<file path="config.mk">
export PLATFORM = sky130hd
export DESIGN_NAME = display_hamming
export DESIGN_NICKNAME = d
export VERILOG_FILES = /design/src/rtl/display_hamming.sv
export SDC_FILE = /design/constraint.sdc
export NUM_CORES = 1
export LEC_CHECK = 0
export ABC_AREA = 1
export CAP_MARGIN = 10
export CORE_UTILIZATION = 60
export CTS_BUF_LIST = sky130_fd_sc_hd__clkbuf_4 sky130_fd_sc_hd__clkbuf_8
export CTS_CLUSTER_DIAMETER = 50
export DETAILED_ROUTE_END_ITERATION = 8
export PLACE_DENSITY = 0.8
export SLEW_MARGIN = 20
export SYNTH_ARGS = -nofsm -noshare
export SYNTH_HDL_FRONTEND = slang
export SYNTH_SLANG_ARGS = --single-unit
</file>
<file path="constraint.sdc">
create_clock -name reloj -period 4.4 [get_ports reloj]
set_input_delay 0.66 -clock reloj [delete_from_list [all_inputs] [get_ports reloj]]
set_output_delay 0.66 -clock reloj [all_outputs]
set_load 0.01 [all_outputs]
</file>
<file path="src/rtl/display_hamming.sv">
// Scans the SECDED stage results onto a 4-digit multiplexed 7-segment display and
// drives a blinking double-error LED. Inputs are snapshotted once per scan frame.
module display_hamming #(
   parameter int unsigned REFRESCO_CICLOS = 27000,
   parameter int unsigned BLANCO_CICLOS   = 16,
   parameter int unsigned PARPADEO_CICLOS = 13500000
) (
   input  logic       reloj,
   input  logic       rst,
   input  logic [3:0] dato_entrada,
   input  logic [3:0] corregido,
   input  logic [2:0] sindrome,
   input  logic       error_simple,
   input  logic       error_doble,
   output logic [3:0] anodos,
   output logic [6:0] segmentos,
   output logic       led_doblerror
);

   localparam int unsigned RefW  = $clog2(REFRESCO_CICLOS);
   localparam int unsigned ParpW = $clog2(PARPADEO_CICLOS);

   localparam logic [RefW-1:0]  RefFin  = RefW'(REFRESCO_CICLOS - 1);
   localparam logic [RefW-1:0]  Blanco  = RefW'(BLANCO_CICLOS);
   localparam logic [ParpW-1:0] ParpFin = ParpW'(PARPADEO_CICLOS - 1);

   localparam logic [1:0] EstOk     = 2'd0;
   localparam logic [1:0] EstSimple = 2'd1;
   localparam logic [1:0] EstDoble  = 2'd2;

   logic [RefW-1:0]  r_cnt_ref;
   logic [1:0]       r_indice;
   logic [ParpW-1:0] r_cnt_parp;
   logic             r_fase;
   logic [3:0]       r_snap_dato;
   logic [3:0]       r_snap_corr;
   logic [2:0]       r_snap_sind;
   logic [1:0]       r_snap_estado;
   logic [3:0]       r_anodos;
   logic [6:0]       r_segmentos;
   logic             r_led;

   logic             w_fin_ref;
   logic             w_fin_parp;
   logic             w_frontera;
   logic [1:0]       w_estado;
   logic [6:0]       w_glifo;
   logic [3:0]       w_anodos;
   logic [6:0]       w_segmentos;

   // Active-low glyphs, bit0 = a ... bit6 = g.
   function automatic logic [6:0] f_hex(input logic [3:0] v);
      logic [6:0] g;
      case (v)
         4'h0: g = 7'h40;
         4'h1: g = 7'h79;
         4'h2: g = 7'h24;
         4'h3: g = 7'h30;
         4'h4: g = 7'h19;
         4'h5: g = 7'h12;
         4'h6: g = 7'h02;
         4'h7: g = 7'h78;
         4'h8: g = 7'h00;
         4'h9: g = 7'h10;
         4'hA: g = 7'h08;
         4'hB: g = 7'h03;
         4'hC: g = 7'h46;
         4'hD: g = 7'h21;
         4'hE: g = 7'h06;
         default: g = 7'h0E;
      endcase
      return g;
   endfunction

   assign w_fin_ref  = (r_cnt_ref == RefFin);
   assign w_fin_parp = (r_cnt_parp == ParpFin);
   assign w_frontera = w_fin_ref && (r_indice == 2'd3);
   // Double error dominates when both flags are raised.
   assign w_estado   = error_doble ? EstDoble : (error_simple ? EstSimple : EstOk);

   always_comb begin
      w_glifo     = 7'h7F;
      w_anodos    = 4'b1111;
      w_segmentos = 7'h7F;
      unique case (r_indice)
         2'd0: w_glifo = f_hex(r_snap_corr);
         2'd1: w_glifo = f_hex({1'b0, r_snap_sind});
         2'd2: w_glifo = f_hex(r_snap_dato);
         2'd3: begin
            case (r_snap_estado)
               EstOk:     w_glifo = 7'h40;
               EstSimple: w_glifo = 7'h79;
               EstDoble:  w_glifo = r_fase ? 7'h21 : 7'h7F;
               default:   w_glifo = 7'h7F;
            endcase
         end
      endcase
      // Anti-ghosting: every anode stays off for the first cycles of each slot.
      if (r_cnt_ref >= Blanco) begin
         w_anodos    = ~(4'b0001 << r_indice);
         w_segmentos = w_glifo;
      end
   end

   always_ff @(posedge reloj) begin
      if (rst) begin
         r_cnt_ref     <= '0;
         r_indice      <= 2'd0;
         r_cnt_parp    <= '0;
         r_fase        <= 1'b0;
         r_snap_dato   <= 4'h0;
         r_snap_corr   <= 4'h0;
         r_snap_sind   <= 3'd0;
         r_snap_estado <= EstOk;
         r_anodos      <= 4'b1111;
         r_segmentos   <= 7'h7F;
         r_led         <= 1'b0;
      end else begin
         r_cnt_ref <= w_fin_ref ? '0 : r_cnt_ref + 1'b1;
         if (w_fin_ref) begin
            r_indice <= r_indice + 2'd1;
         end
         r_cnt_parp <= w_fin_parp ? '0 : r_cnt_parp + 1'b1;
         if (w_fin_parp) begin
            r_fase <= ~r_fase;
         end
         if (w_frontera) begin
            r_snap_dato   <= dato_entrada;
            r_snap_corr   <= corregido;
            r_snap_sind   <= sindrome;
            r_snap_estado <= w_estado;
         end
         r_anodos    <= w_anodos;
         r_segmentos <= w_segmentos;
         r_led       <= (r_snap_estado == EstDoble) && r_fase;
      end
   end

   assign anodos        = r_anodos;
   assign segmentos     = r_segmentos;
   assign led_doblerror = r_led;

endmodule

</file>
==> results.sh <==
export IMPL_run_status="completed"
export IMPL_finalCritPeriodShare=0.580
export IMPL_finalCriticalPeriod_ns=2.55
export IMPL_floorplan_initialDensity=0.625
export IMPL_hold_ws_ns=0.457
export IMPL_grt_use_total=0.257
export IMPL_route_final_wire_length_um=9440
export IMPL_hold_violations=0
export IMPL_clk_pin_slew_ns=0.09
export IMPL_io_buffer_count=26
export IMPL_number_of_storage_elements_in_the_synthesis_netlist=88
export IMPL_fmax_mhz=392
export IMPL_worst_slew_pin_slew_ns=0.825
export IMPL_num_antenna_cells=0
export IMPL_syn_area_mm2=0.00455
export IMPL_cp_max_fo=18
export IMPL_crit_type="reg2reg"
export IMPL_avgSynthCellArea_um2=7.14
export IMPL_synthCells=638
export IMPL_wl_met3_um=572
export IMPL_grt_ovfl_total=0
export IMPL_cap_violations=0
export IMPL_route_vias_total=4083
export IMPL_dp_final_hpwl_um=7020
export IMPL_place_detailed_instances=750
export IMPL_ir_drop_mv=0.180
export IMPL_die_y_um=89.1
export IMPL_numClockSinks=88
export IMPL_area_growth_synth_to_final_pct=11.2
export IMPL_relSlewSlack=0.449
export IMPL_cts_root_buffer_cell="sky130_fd_sc_hd__clkbuf_8"
export IMPL_fin_nets=702
export IMPL_top_signal_layer_used="met4"
export IMPL_htree_levels=3
export IMPL_critical_path_arrival_ns=2.82
export IMPL_layout_common_cells="sky130_fd_sc_hd__nand2_1, sky130_fd_sc_hd__inv_1, sky130_fd_sc_hd__dfxtp_1, sky130_fd_sc_hd__nor2_1, sky130_fd_sc_hd__nand3_1"
export IMPL_core_area_mm2=0.00729
export IMPL_grt_antenna_before_repair=0
export IMPL_fp_dieArea_mm2=0.00794
export IMPL_antenna_violating_nets_post_route=0
export IMPL_cts_tree="yes"
export IMPL_post_layout_cell_count=766
export IMPL_average_wire_per_standard_cell_um=12.3
export IMPL_yosysWarningCount=0
export IMPL_gp_congestion=0.956
export IMPL_seq_area_frac_synth=0.387
export IMPL_grt_first_pass_wirelength_um=15700
export IMPL_cts_made_buffers=9
export IMPL_count_of_standard_cell_rows=31
export IMPL_drt_vias_per_instance=5.33
export IMPL_postCtsHoldBufs=0
export IMPL_die_span_in_x_um=89.1
export IMPL_mostFrequentLayoutCell="sky130_fd_sc_hd__nand2_1"
export IMPL_tns_ns=0
export IMPL_grt_start_max_net_pins=29
export IMPL_ioPinCount=27
export IMPL_holdCritPathClass="reg2reg"
export IMPL_detail_route_drc_violations=0
export IMPL_power_per_cell_area_mw_per_mm2=275
export IMPL_cts_repair_timing_setup_buffer_count=0
export IMPL_grt_pass1_vias=3506
export IMPL_synth_cell_type_count=38
export IMPL_detailed_routing_iteration_count_for_the_pre_antenna_repair_pass=5
export IMPL_clkLatencyLatePin_ns=0.36
export IMPL_required_ns=4.66
export IMPL_synth_fp_nets=678
export IMPL_fin_skew_ns=0.0118
export IMPL_setup_viol=0
export IMPL_initialDrtViolationCount=232
export IMPL_post_cts_resize_count=0
export IMPL_route_met2_wl_um=4280
export IMPL_endpoint_type_of_the_worst_setup_path="flop"
export IMPL_cts_root_to_sink_buffers=2
export IMPL_drt_met1_wl_um=4480
export IMPL_post_route_cells_drive_above_1_share=0.0795
export IMPL_cp_start_kind="flop"
export IMPL_final_max_slew_viol_count=0
export IMPL_grt_setup_unrepaired="false"
export IMPL_static_leakage_power_nw=2.27
-- path summary, 6_finish.rpt --
path	cells past startpoint	endpoint	startpoint	slack, ns
min	2	segmentos[6]$_SDFF_PP1_	flop	0.46
min reg2reg	2	segmentos[6]$_SDFF_PP1_	flop	0.46
max	14	flop	r_cnt_ref[0]$_SDFF_PP0_	1.85
max reg2reg	14	flop	r_cnt_ref[0]$_SDFF_PP0_	1.85
-- cell families after synthesis --
family / share of synthesized area
adder cells (fa/ha/maj): 0.0687
AO/OA/AOI/OAI: 0.0679
XOR/XNOR: 0.0173
buffers and inverters: 0.0997
AND/OR/NAND/NOR: 0.360
flip-flops: 0.387
-- synthesized netlist by cell type (all sizes together) --
cell / instances / share of area
and2: 1 / 0.0014
inv: 103 / 0.085
a22o: 2 / 0.0038
a22oi: 1 / 0.0016
nor2: 58 / 0.056
or2: 6 / 0.0082
a31o: 1 / 0.0019
o211ai: 2 / 0.0074
clkbuf: 5 / 0.0041
nor3b: 3 / 0.0049
nand3: 54 / 0.071
a211oi: 3 / 0.0049
or3: 1 / 0.0014
a21oi: 28 / 0.031
buf: 8 / 0.011
dfxtp: 88 / 0.39
ha: 25 / 0.069
nor4: 3 / 0.0041
xnor2: 2 / 0.0038
o21ai: 12 / 0.013
a31oi: 3 / 0.0041
nand2: 171 / 0.15
nand4: 32 / 0.044
nor3: 19 / 0.021
xor2: 7 / 0.013
-- per-layer routing --
metal  vias to the layer above  track usage
met4                         0       0.0779
li1                       2080            -
met1                      1849        0.354
met3                        10       0.0462
met5                         -            0
met2                       144        0.410
-- critical path, stage by stage, from the launching register on --
cell and delay [ns]:
sky130_fd_sc_hd__dfxtp_1 0.38, sky130_fd_sc_hd__ha_1 0.20, sky130_fd_sc_hd__nand2_1 0.08, sky130_fd_sc_hd__inv_1 0.14
sky130_fd_sc_hd__nand2_1 0.15, sky130_fd_sc_hd__nor2_8 0.17, sky130_fd_sc_hd__nand3_4 0.27, sky130_fd_sc_hd__nand2_2 0.18
sky130_fd_sc_hd__nand3_2 0.14, sky130_fd_sc_hd__inv_1 0.17, sky130_fd_sc_hd__ha_1 0.24, sky130_fd_sc_hd__inv_1 0.08
sky130_fd_sc_hd__nand4_1 0.09, sky130_fd_sc_hd__nand3_1 0.11, sky130_fd_sc_hd__nand2_1 0.06
-- area by class of cell --
type,instances,area (um2)
Multi-Input combinational cell,434,2340
Fill cell,630,2230
Sequential cell,88,1760
Inverter,103,387
Timing Repair Buffer,26,260
Clock buffer,9,124
Tap cell,99,124
Clock inverter,7,70.1
-- through the flow --
stage | power (mW) | worst slack, ns | cell area (um2) | utilization
floorplan | 0.842 | 2.21 | 4550 | -
global placement | 0.858 | 1.68 | 4870 | 0.668
detailed placement | 0.860 | 1.60 | 4870 | 0.668
CTS | 1.40 | 1.87 | 5060 | 0.695
global route | 1.44 | 1.57 | 5060 | 0.695
finish | 1.39 | 1.85 | 5060 | 0.695
-- power by group --
group / total [mW] / switching (mW) / internal, mW
Clock: 0.549 / 0.326 / 0.223
Combinational: 0.0369 / 0.0209 / 0.0160
Sequential: 0.805 / 0.00413 / 0.800
Note: power is estimated with default switching activity, not from simulation.
